### config.mk
export PLATFORM = sky130hd
export DESIGN_NAME = divider_pulse_monitor
export DESIGN_NICKNAME = d
export VERILOG_FILES = /design/src/rtl/pulse_mon_pkg.sv /design/src/rtl/sat_gap_counter.sv /design/src/rtl/divider_pulse_monitor.sv
export SDC_FILE = /design/constraint.sdc
export NUM_CORES = 1
export LEC_CHECK = 0
export CAP_MARGIN = 10
export CORE_MARGIN = 2
export CORE_UTILIZATION = 40
export CTS_BUF_LIST = sky130_fd_sc_hd__clkbuf_4
export CTS_CLUSTER_SIZE = 30
export DETAILED_ROUTE_END_ITERATION = 10
export PLACE_DENSITY = 0.58
export SLEW_MARGIN = 20
export SYNTH_ARGS = -nofsm -noshare
export SYNTH_HDL_FRONTEND = slang
export SYNTH_HIERARCHICAL = 1
export SYNTH_SLANG_ARGS = --single-unit
### constraint.sdc
create_clock -name clk -period 4.1 [get_ports clk]
set_input_delay 0.615 -clock clk [delete_from_list [all_inputs] [get_ports clk]]
set_output_delay 0.615 -clock clk [all_outputs]
set_load 0.02 [all_outputs]
### src/rtl/pulse_mon_pkg.sv
// Shared types for the divider strobe monitor: FSM state encoding and good-counter sizing.
// Latency: n/a (types and constant functions only).
// Backpressure: n/a.
package pulse_mon_pkg;

    typedef enum logic [1:0] {
        MON_IDLE   = 2'd0,
        MON_SYNC   = 2'd1,
        MON_ACQ    = 2'd2,
        MON_LOCKED = 2'd3
    } mon_state_t;

    // The good counter has to hold the value LOCK_COUNT itself.
    function automatic int good_width(input int lock_count);
        return (lock_count < 1) ? 1 : $clog2(lock_count + 1);
    endfunction

endpackage

### src/rtl/sat_gap_counter.sv
// Saturating cycle counter measuring the distance since the last strobe.
// Latency: registered; g reflects en/clear_to_one one cycle later.
// Backpressure: none; free-running while enabled.
//
// Ports: clk, reset (async, active-high), en (0 clears g to 0),
//        clear_to_one (strobe seen: restart at 1), g (count, holds at all-ones).
module sat_gap_counter #(
    parameter int CNT_W = 8
) (
    input  logic             clk,
    input  logic             reset,
    input  logic             en,
    input  logic             clear_to_one,
    output logic [CNT_W-1:0] g
);

    localparam logic [CNT_W-1:0] G_MAX = '1;
    localparam logic [CNT_W-1:0] G_ONE = CNT_W'(1);

    always_ff @(posedge clk or posedge reset) begin
        if (reset) begin
            g <= '0;
        end else if (!en) begin
            g <= '0;
        end else if (clear_to_one) begin
            // The strobe cycle itself is gap 0, so the next cycle is 1.
            g <= G_ONE;
        end else if (g != G_MAX) begin
            g <= g + G_ONE;
        end
    end

endmodule

### src/rtl/divider_pulse_monitor.sv
// Checks a divider's one-hot strobe: measures spacing, locks after LOCK_COUNT good periods, flags errors.
// Latency: all outputs registered; locked/err_pulse/err_count/period change 1 cycle after the causing event.
// Backpressure: none; pulse_in is sampled every cycle.
//
// Ports: clk, reset (async, active-high), en (0 forces MON_IDLE), pulse_in (strobe),
//        locked, err_pulse (1-cycle), err_count (saturating), period (last gap), state.
// Build option PULSE_MON_IRQ_EN: adds input irq_clr and sticky output irq (set beats clear).
module divider_pulse_monitor
    import pulse_mon_pkg::*;
#(
    parameter int DIV        = 3,
    parameter int LOCK_COUNT = 4,
    parameter int CNT_W      = 8
) (
    input  logic             clk,
    input  logic             reset,
    input  logic             en,
    input  logic             pulse_in,
`ifdef PULSE_MON_IRQ_EN
    input  logic             irq_clr,
`endif
    output logic             locked,
    output logic             err_pulse,
    output logic [CNT_W-1:0] err_count,
    output logic [CNT_W-1:0] period,
`ifdef PULSE_MON_IRQ_EN
    output logic             irq,
`endif
    output logic [1:0]       state
);

    localparam int                GOOD_W  = good_width(LOCK_COUNT);
    localparam logic [CNT_W-1:0]  DIV_C   = CNT_W'(DIV);
    localparam logic [CNT_W-1:0]  CNT_MAX = '1;
    localparam logic [CNT_W-1:0]  CNT_ONE = CNT_W'(1);
    localparam logic [GOOD_W-1:0] LOCK_C  = GOOD_W'(LOCK_COUNT);
    localparam logic [GOOD_W-1:0] GOOD_ONE = GOOD_W'(1);

    mon_state_t        st_q, st_d;
    logic [GOOD_W-1:0] good_q, good_d;
    logic [CNT_W-1:0]  period_d;
    logic [CNT_W-1:0]  g;
    logic              err_d;
    logic              gap_en;

    // Holding the counter disabled in IDLE makes entry to SYNC start from g=0.
    assign gap_en = en && (st_q != MON_IDLE);

    sat_gap_counter #(.CNT_W(CNT_W)) u_gap (
        .clk          (clk),
        .reset        (reset),
        .en           (gap_en),
        .clear_to_one (pulse_in),
        .g            (g)
    );

    always_comb begin
        st_d     = st_q;
        good_d   = good_q;
        period_d = period;
        err_d    = 1'b0;
        if (!en) begin
            st_d   = MON_IDLE;
            good_d = '0;
        end else begin
            case (st_q)
                MON_IDLE: begin
                    st_d   = MON_SYNC;
                    good_d = '0;
                end
                MON_SYNC: begin
                    // First strobe only establishes the reference; no period yet.
                    good_d = '0;
                    if (pulse_in) st_d = MON_ACQ;
                end
                MON_ACQ: begin
                    if (pulse_in) begin
                        period_d = g;
                        if (g == DIV_C) begin
                            good_d = good_q + GOOD_ONE;
                            if (good_q + GOOD_ONE == LOCK_C) st_d = MON_LOCKED;
                        end else begin
                            good_d = '0;
                        end
                    end else if (g == DIV_C) begin
                        // Expected strobe missing while acquiring: quietly resync.
                        st_d   = MON_SYNC;
                        good_d = '0;
                    end
                end
                MON_LOCKED: begin
                    if (pulse_in) begin
                        period_d = g;
                        if (g != DIV_C) begin
                            // Early or stretched strobe; it becomes the new reference.
                            err_d  = 1'b1;
                            st_d   = MON_ACQ;
                            good_d = '0;
                        end
                    end else if (g == DIV_C) begin
                        err_d  = 1'b1;
                        st_d   = MON_SYNC;
                        good_d = '0;
                    end
                end
                default: begin
                    st_d   = MON_IDLE;
                    good_d = '0;
                end
            endcase
        end
    end

    always_ff @(posedge clk or posedge reset) begin
        if (reset) begin
            st_q      <= MON_IDLE;
            good_q    <= '0;
            locked    <= 1'b0;
            err_pulse <= 1'b0;
            err_count <= '0;
            period    <= '0;
        end else begin
            st_q      <= st_d;
            good_q    <= good_d;
            locked    <= (st_d == MON_LOCKED);
            err_pulse <= err_d;
            period    <= period_d;
            if (err_d && (err_count != CNT_MAX)) err_count <= err_count + CNT_ONE;
        end
    end

`ifdef PULSE_MON_IRQ_EN
    // Keyed off the same condition as err_pulse so irq rises with it; a set beats a clear.
    always_ff @(posedge clk or posedge reset) begin
        if (reset) begin
            irq <= 1'b0;
        end else if (err_d) begin
            irq <= 1'b1;
        end else if (irq_clr) begin
            irq <= 1'b0;
        end
    end
`endif

    assign state = st_q;

endmodule

==> summary.txt, run 1 <==
FLOORPLAN
------------------------------------------------------------------------------
Initial cell density of the core ................................        41.9%
Total die area ..................................................     4370 µm²
Floorplan row count .............................................           22
Floorplan die height ............................................      66.1 µm
Horiz. Die Dim ..................................................      66.1 µm
Io pins .........................................................           24
Core ar. ........................................................     3690 µm²

LAYOUT
------------------------------------------------------------------------------
Commonest non-fill, non-tap cell in the layout .................. sky130_fd_sc_hd__dfrtp_1
Filler Cell Count ...............................................          365
Area taken by flip-flops and latches ............................      776 µm²
Nets ............................................................          174
Final std cells w/o fill ........................................          215
Share of cells above drive strength 1 ...........................        12.0%
Summed area of non-filler cells in the final layout .............     1870 µm²
Commonest cells after routing, fill and taps aside .............. 31 x sky130_fd_sc_hd__dfrtp_1, 23 x sky130_fd_sc_hd__clkdlybuf4s50_1, 9 x sky130_fd_sc_hd__nand2_1
Footprint of the multi-input gates ..............................      731 µm²
Syn-to-layout area delta ........................................        21.3%
Antenna cells ...................................................            0

GLOBAL ROUTING
------------------------------------------------------------------------------
Overall global routing resource usage ...........................        17.2%
Global-route wire length before repair ..........................      5.60 mm
Grt total ovfl ..................................................            0
Initial antenna violation count .................................            0
Via count of the first global-routing pass ......................        1,131
Maximum number of pins on one net before global-route repair ....           24

STA
------------------------------------------------------------------------------
Setup skew after layout .........................................    0.0106 ns
Setup TNS .......................................................         0 ns
Count of endpoints failing hold in the final timing report ......            0
Fin crit share ..................................................        53.4%
Slew at the pin closest to its max-slew limit ...................     0.874 ns
Crit path time final ............................................      2.19 ns
Rel. slew slack .................................................        41.7%
RSZ-0062 raised after global routing ............................        false
Worst hold slack after final layout .............................     0.511 ns
Maximum clock frequency .........................................      457 MHz
Number of pins with negative max-slew slack in the final report .            0
Setup violators final ...........................................            0

DRT
------------------------------------------------------------------------------
# DRC ...........................................................            0
Final wirelength ................................................      3.23 mm
First-pass detailed-route iteration total .......................            4
Residual antenna-violating net count after detailed routing .....            0
Detailed Route Iter0 Violations .................................           81
Routed wire per std cell ........................................      15.0 µm
Vias per Instance ...............................................         5.45
Total number of vias ............................................        1,171

SYNTHESIS
------------------------------------------------------------------------------
Part of the Yosys area used for sequential elements .............        50.2%
Flip-flop and latch count after synthesis .......................           31
Average size of a mapped cell ...................................     11.0 µm²
Cell variety after synth ........................................           39
Synth Net Count .................................................          148
Cells after synthesis ...........................................          140
Cell area after synthesis .......................................     1540 µm²
Yosys warning total .............................................            6

JOB
------------------------------------------------------------------------------
Number of maximum-capacitance constraint violations .............            0

SETUP PATH
------------------------------------------------------------------------------
Worst reg-to-reg setup slack ....................................      2.09 ns
Crit-path max cell delay ........................................      0.62 ns
Crit Path Class .................................................    in -> reg
Critical path arrival ...........................................      2.40 ns
Critical path, cell by cell ..................................... clkdlybuf4s50_1 -> and3_1 -> nor4_4 -> mux2_1
Endpoint class of the critical path .............................     register
Startpoint type of the worst setup path .........................    input pin
CP Data Required Time ...........................................      4.31 ns
Slowest stage cell on the critical path ......................... sky130_fd_sc_hd__clkdlybuf4s50_1
Max Fanout on Critical Path .....................................           13

POWER AND IR DROP
------------------------------------------------------------------------------
Largest vdd supply drop .........................................     0.249 mV
Leakage .........................................................     0.824 nW
Total design power ..............................................   0.000612 W
Power per unit of standard cell area ............................   327 nW/µm²

CLOCK NETWORK
------------------------------------------------------------------------------
Setup fix buffers added after clock tree synthesis ..............            0
Clock sinks .....................................................           31
Clock root buffer master ........................................ sky130_fd_sc_hd__clkbuf_4
Clock tree from TritonCTS .......................................        built
Worst-skew pair later-pin latency ...............................      0.33 ns
Post-cts resize count ...........................................            0
CTS H-tree depth ................................................            2
Count of hold buffers inserted by post-cts repair ...............            0
Maximum buffer depth of the clock tree ..........................            2
CTS clk-pin slew, worst paths ...................................      0.08 ns
Number of buffers created by CTS ................................            5

RUN STATUS
------------------------------------------------------------------------------
Status .......................................................... finished clean

PLACEMENT
------------------------------------------------------------------------------
Placed instance count ...........................................          207
Detail Placement HPWL ...........................................      2.26 mm
Routability-driven placement congestion ratio ...................        0.804
Port-buffer cells ...............................................           23
Area after detailed placement ...................................     1820 µm²

HOLD PATH
------------------------------------------------------------------------------
Min-delay worst type ............................................   reg -> reg

==> worst max-delay path: cells and delay by family <==
family	cells	cell delay [ns]
multiplexers	1	0.37
buffers and inverters	1	0.62
AND/OR/NAND/NOR	2	0.80
==> power by group <==
part / total, W / switching, W / internal (W)
Combinational: 0.0000862 / 0.0000453 / 0.0000409
Sequential: 0.000343 / 0.0000237 / 0.000320
Clock: 0.000183 / 0.000103 / 0.0000800
==> through the flow <==
stage                     setup slack [ns]  util [%]
after floorplan                       2.23         -
after global placement                1.63      49.2
after detailed placement              1.56      49.2
after CTS                             1.91      50.8
after global routing                  1.79      50.8
final                                 1.91      50.8
==> logic make-up after synthesis <==
logic type               after synthesis  synth area share [%]
multiplexers                          10                  7.21
AO/OA/AOI/OAI                         30                  12.3
adder cells (fa/ha/maj)                4                  3.24
AND/OR/NAND/NOR                       51                  21.7
buffers and inverters                  9                  2.43
XOR/XNOR                               5                  2.84
flip-flops                            31                  50.2
==> sequential cells by signal (all words and copies together), names as in the netlist <==
signal,count
good_q,3
locked,1
period,8
state,2
u_gap/g,8
err_count,8
err_pulse,1
==> path summary, 6_finish.rpt <==
path / start / to / depth (start not counted)
min in group asynchronous: reset / u_gap/g[6]$_DFFE_PP0P_ / 2
max in group asynchronous: reset / period[7]$_DFFE_PP0P_ / 2
worst max register to register: u_gap/g[2]$_DFFE_PP0P_ / err_count[1]$_DFFE_PP0P_ / 4
worst min-delay path: period[6]$_DFFE_PP0P_ / period[6]$_DFFE_PP0P_ / 1
worst min register to register: period[6]$_DFFE_PP0P_ / period[6]$_DFFE_PP0P_ / 1
worst max-delay path: pulse_in / err_count[1]$_DFFE_PP0P_ / 4
==> cell usage after synthesis <==
master                      n  share of area [%]
sky130_fd_sc_hd__a21oi_2    1               0.57
sky130_fd_sc_hd__nor2b_1    3                1.2
sky130_fd_sc_hd__xnor2_1    4                2.3
sky130_fd_sc_hd__o21a_1     1               0.49
sky130_fd_sc_hd__a31oi_1    6                2.4
sky130_fd_sc_hd__a21boi_1   1               0.49
sky130_fd_sc_hd__mux2_1     1               0.73
sky130_fd_sc_hd__nor4bb_1   1               0.65
sky130_fd_sc_hd__and4b_1    1               0.65
sky130_fd_sc_hd__nand4_1    5                2.0
sky130_fd_sc_hd__buf_4      1               0.49
sky130_fd_sc_hd__and2_1     1               0.41
sky130_fd_sc_hd__nor4_1     1               0.41
sky130_fd_sc_hd__nor3_2     1               0.65
sky130_fd_sc_hd__a21oi_1    8                2.6
sky130_fd_sc_hd__nand2_1    9                2.2
sky130_fd_sc_hd__clkbuf_1   3               0.73
sky130_fd_sc_hd__and3_1     5                2.0
sky130_fd_sc_hd__o21ai_0    5                1.6
sky130_fd_sc_hd__nand4b_1   1               0.57
sky130_fd_sc_hd__o21bai_1   1               0.49
sky130_fd_sc_hd__and2_0     1               0.41
sky130_fd_sc_hd__mux2i_1    1               0.65
sky130_fd_sc_hd__nand2b_1   2               0.81
sky130_fd_sc_hd__xor2_1     1               0.57
sky130_fd_sc_hd__nand3_1    4                1.3
sky130_fd_sc_hd__nor2_1     4               0.97
sky130_fd_sc_hd__and4bb_1   1               0.81
sky130_fd_sc_hd__ha_1       4                3.2
sky130_fd_sc_hd__and4_1     4                2.3
sky130_fd_sc_hd__mux2_2     8                5.8
sky130_fd_sc_hd__a21o_1     1               0.49
sky130_fd_sc_hd__a211oi_1   3                1.5
sky130_fd_sc_hd__nor3_1     5                1.6
sky130_fd_sc_hd__inv_1      5                1.2
sky130_fd_sc_hd__dfrtp_1   31                 50
sky130_fd_sc_hd__a41oi_1    2                1.1
sky130_fd_sc_hd__nor4_4     2                2.8
sky130_fd_sc_hd__o31a_1     1               0.57
==> per-layer routing <==
metal	wire length, µm	track usage [%]	vias to the layer above
li1	-	-	573
met1	1560	23.1	561
met2	1460	25.8	32
met3	154	5.28	5
met4	53	6.89	0
met5	0	0	-
==> layout make-up <==
cell class,instances,area share (%)
Sequential cell,31,41.4
Multi-Input combinational cell,100,39.0
Timing Repair Buffer,23,12.3
Tap cell,48,3.21
Clock buffer,7,2.81
Inverter,5,1.00
Clock inverter,1,0.267
No activity file was read; power rests on OpenSTA's default activity.
==> inputs of run 2 (changes only) <==
--- a/config.mk
+++ b/config.mk
@@ -11,7 +11,7 @@
 export CTS_BUF_LIST = sky130_fd_sc_hd__clkbuf_4
 export CTS_CLUSTER_SIZE = 30
 export DETAILED_ROUTE_END_ITERATION = 10
-export PLACE_DENSITY = 0.58
+export PLACE_DENSITY = 0.61
 export SLEW_MARGIN = 20
 export SYNTH_ARGS = -nofsm -noshare
 export SYNTH_HDL_FRONTEND = slang
==> constraint.sdc (replaced) <==
create_clock -name clk -period 2 [get_ports clk]
set_input_delay 0.3 -clock clk [delete_from_list [all_inputs] [get_ports clk]]
set_output_delay 0.3 -clock clk [all_outputs]
set_load 0.02 [all_outputs]
==> summary.txt, run 2 (synthesis results as in run 1) <==
PLACEMENT
------------------------------------------------------------------------------
Worst setup slack after placement ...............................    0.0882 ns   was 1.56 ns
Port-buffer cells ...............................................           23   unchanged
Routability-driven placement congestion ratio ...................        0.796   was 0.804
Detail Placement HPWL ...........................................      2.46 mm   was 2.26 mm

CLOCK NETWORK
------------------------------------------------------------------------------
Number of buffers created by CTS ................................            5   unchanged
Clock sinks .....................................................           31   unchanged
CTS clk-pin slew, worst paths ...................................      0.12 ns   was 0.08 ns
Count of hold buffers inserted by post-cts repair ...............            0   unchanged
Worst-skew pair later-pin latency ...............................      0.35 ns   was 0.33 ns
Setup fix buffers added after clock tree synthesis ..............            0   unchanged
Clock root buffer master ........................................ sky130_fd_sc_hd__clkbuf_4   unchanged
Post-cts resize count ...........................................            0   unchanged
CTS H-tree depth ................................................            2   unchanged
Clock tree from TritonCTS .......................................        built   unchanged
Maximum buffer depth of the clock tree ..........................            2   unchanged

DRT
------------------------------------------------------------------------------
Routed wire per std cell ........................................      14.8 µm   was 15.0 µm
Residual antenna-violating net count after detailed routing .....            0   unchanged
Total number of vias ............................................        1,258   was 1,171
First-pass detailed-route iteration total .......................            4   unchanged
Final wirelength ................................................      3.38 mm   was 3.23 mm
Detailed Route Iter0 Violations .................................           86   was 81
Vias per Instance ...............................................         5.52   was 5.45
# DRC ...........................................................            0   unchanged

SETUP PATH
------------------------------------------------------------------------------
Number of cells on the critical path ............................            4   unchanged
Startpoint of the worst-slack reg-to-reg timing path ............ u_gap/g[5]$_DFFE_PP0P_   was u_gap/g[2]$_DFFE_PP0P_
Kind of cell adding the most delay to the critical path ......... simple AND/OR/NAND/NOR gates   unchanged
Critical register-to-register path endpoint ..................... err_count[1]$_DFFE_PP0P_   unchanged
Endpoint class of the critical path .............................     register   unchanged
Crit-path max cell delay ........................................      0.46 ns   was 0.62 ns
Max Fanout on Critical Path .....................................            6   was 13
CP Data Required Time ...........................................      2.25 ns   was 4.31 ns
Worst-case reg-to-reg path depth ................................            4   unchanged
Critical Path Most Common Cell .................................. sky130_fd_sc_hd__nor4_4
Worst reg-to-reg setup slack ....................................      0.17 ns   was 2.09 ns
Worst path buffer plus inverter count ...........................            0   was 1
Slowest stage cell on the critical path ......................... sky130_fd_sc_hd__nor4_4   was sky130_fd_sc_hd__clkdlybuf4s50_1
Startpoint type of the worst setup path .........................     register   was input pin
Critical path arrival ...........................................      2.08 ns   was 2.40 ns
Crit Path Class .................................................   reg -> reg   was in -> reg
Critical path, cell by cell ..................................... nor4_4 -> a21oi_2 -> nor4_4 -> mux2_1   was clkdlybuf4s50_1 -> and3_1 -> nor4_4 -> mux2_1

STA
------------------------------------------------------------------------------
Count of endpoints failing hold in the final timing report ......            0   unchanged
Setup skew after layout .........................................    0.0180 ns   was 0.0106 ns
Maximum clock frequency .........................................      545 MHz
RSZ-0062 raised after global routing ............................        false   unchanged
Slew at the pin closest to its max-slew limit ...................     0.405 ns   was 0.874 ns
Number of pins with negative max-slew slack in the final report .            0   unchanged
Rel. slew slack .................................................        72.8%   was 41.7%
Worst hold slack after final layout .............................     0.253 ns   was 0.511 ns
Setup TNS .......................................................         0 ns   unchanged
Setup violators final ...........................................            0   unchanged
Crit path time final ............................................      1.83 ns
Smallest setup slack after layout ...............................     0.166 ns   was 1.91 ns
Fin crit share ..................................................        91.7%

FLOORPLAN
------------------------------------------------------------------------------
Core ar. ........................................................     3690 µm²   unchanged
Io pins .........................................................           24   unchanged
Horiz. Die Dim ..................................................      66.1 µm   unchanged
Floorplan die height ............................................      66.1 µm   unchanged
Initial cell density of the core ................................        41.9%   unchanged
Floorplan row count .............................................           22   unchanged
Total die area ..................................................     4370 µm²   unchanged

LAYOUT
------------------------------------------------------------------------------
Share of cells above drive strength 1 ...........................        18.3%   was 12.0%
Antenna cells ...................................................            0   unchanged
Syn-to-layout area delta ........................................        30.0%   was 21.3%
Commonest non-fill, non-tap cell in the layout .................. sky130_fd_sc_hd__dfrtp_1   unchanged
Commonest cells after routing, fill and taps aside .............. 31 x sky130_fd_sc_hd__dfrtp_1, 23 x sky130_fd_sc_hd__clkdlybuf4s50_1, 12 x sky130_fd_sc_hd__buf_4   was 31 x sky130_fd_sc_hd__dfrtp_1, 23 x sky130_fd_sc_hd__clkdlybuf4s50_1, 9 x sky130_fd_sc_hd__nand2_1
Filler Cell Count ...............................................          338   was 365
Post-layout util ................................................        54.4%   was 50.8%
Nets ............................................................          187   was 174
Top flop regs ................................................... err_count: 8 flops, period: 8 flops, u_gap/g: 8 flops   unchanged

GLOBAL ROUTING
------------------------------------------------------------------------------
Initial antenna violation count .................................            0   unchanged
Overall global routing resource usage ...........................        18.3%   was 17.2%
Global-route track usage on met2 ................................        30.1%   was 25.8%
Via count of the first global-routing pass ......................        1,277   was 1,131
Global-route wire length before repair ..........................      5.89 mm   was 5.60 mm
Maximum number of pins on one net before global-route repair ....           16   was 24
Grt peak-use layer ..............................................         met2   unchanged
Grt total ovfl ..................................................            0   unchanged
Global-route track usage on met3 ................................        6.30%   was 5.28%
Met1 Use GR .....................................................        21.7%   was 23.1%

RUN STATUS
------------------------------------------------------------------------------
Status .......................................................... finished clean   unchanged

POWER AND IR DROP
------------------------------------------------------------------------------
Largest vdd supply drop .........................................     0.515 mV   was 0.249 mV
Power per unit of standard cell area ............................   704 nW/µm²   was 327 nW/µm²
Leakage .........................................................     0.905 nW   was 0.824 nW
Total design power ..............................................    0.00141 W   was 0.000612 W

HOLD PATH
------------------------------------------------------------------------------
Min-delay worst type ............................................  in -> async   was reg -> reg

JOB
------------------------------------------------------------------------------
Number of maximum-capacitance constraint violations .............            0   unchanged

## run 2: cell types whose count changed in the layout (fill, tap and decap cells not counted)
cell,before,now
sky130_fd_sc_hd__bufinv_16,0,1
sky130_fd_sc_hd__buf_12,0,1
sky130_fd_sc_hd__clkinv_4,0,1
sky130_fd_sc_hd__clkbuf_4,7,5
sky130_fd_sc_hd__buf_4,0,12
## run 2: area by class of cell
class	count	area, µm²	area share, %
multi-input combinational	100	731	36.4
inverter	5	18.8	0.935
clock buffer	5	37.5	1.87
timing repair buffer	36	340	17.0
sequential	31	776	38.7
tap	48	60.1	2.99
clock inverter	3	43.8	2.18
## run 2: how the worst max path moves through the flow
stage | start | to
2_1_floorplan | err_count[0]$_DFFE_PP0P_ | err_count[1]$_DFFE_PP0P_
3_3_place_gp | pulse_in | err_count[1]$_DFFE_PP0P_
3_5_place_dp | pulse_in | err_count[1]$_DFFE_PP0P_
4_1_cts | u_gap/g[5]$_DFFE_PP0P_ | err_count[1]$_DFFE_PP0P_
5_1_grt | err_count[1]$_DFFE_PP0P_ | err_count[4]$_DFFE_PP0P_
6_report | u_gap/g[5]$_DFFE_PP0P_ | err_count[1]$_DFFE_PP0P_
## run 2: routing by layer
layer,vias to the layer above,share of wire (%)
li1,599,-
met1,620,44
met2,34,49
met3,5,5.0
met4,0,1.6
met5,-,0
## run 2: per-stage QoR
stage / instance area, µm² / std cells
floorplan: 1540 / 140
global placement: 1930 / 220
detailed placement: 1930 / 220
CTS: 2010 / 228
global route: 2010 / 228
finish: 2010 / 228
## run 2: power by group
| part | total [W] | internal (W) | leakage, nW | switching [W] |
|---|---|---|---|---|
| registers | 0.000680 | 0.000655 | 0.427 | 0.0000244 |
| clock network | 0.000502 | 0.000263 | 0.0452 | 0.000240 |
| logic | 0.000231 | 0.000109 | 0.433 | 0.000122 |
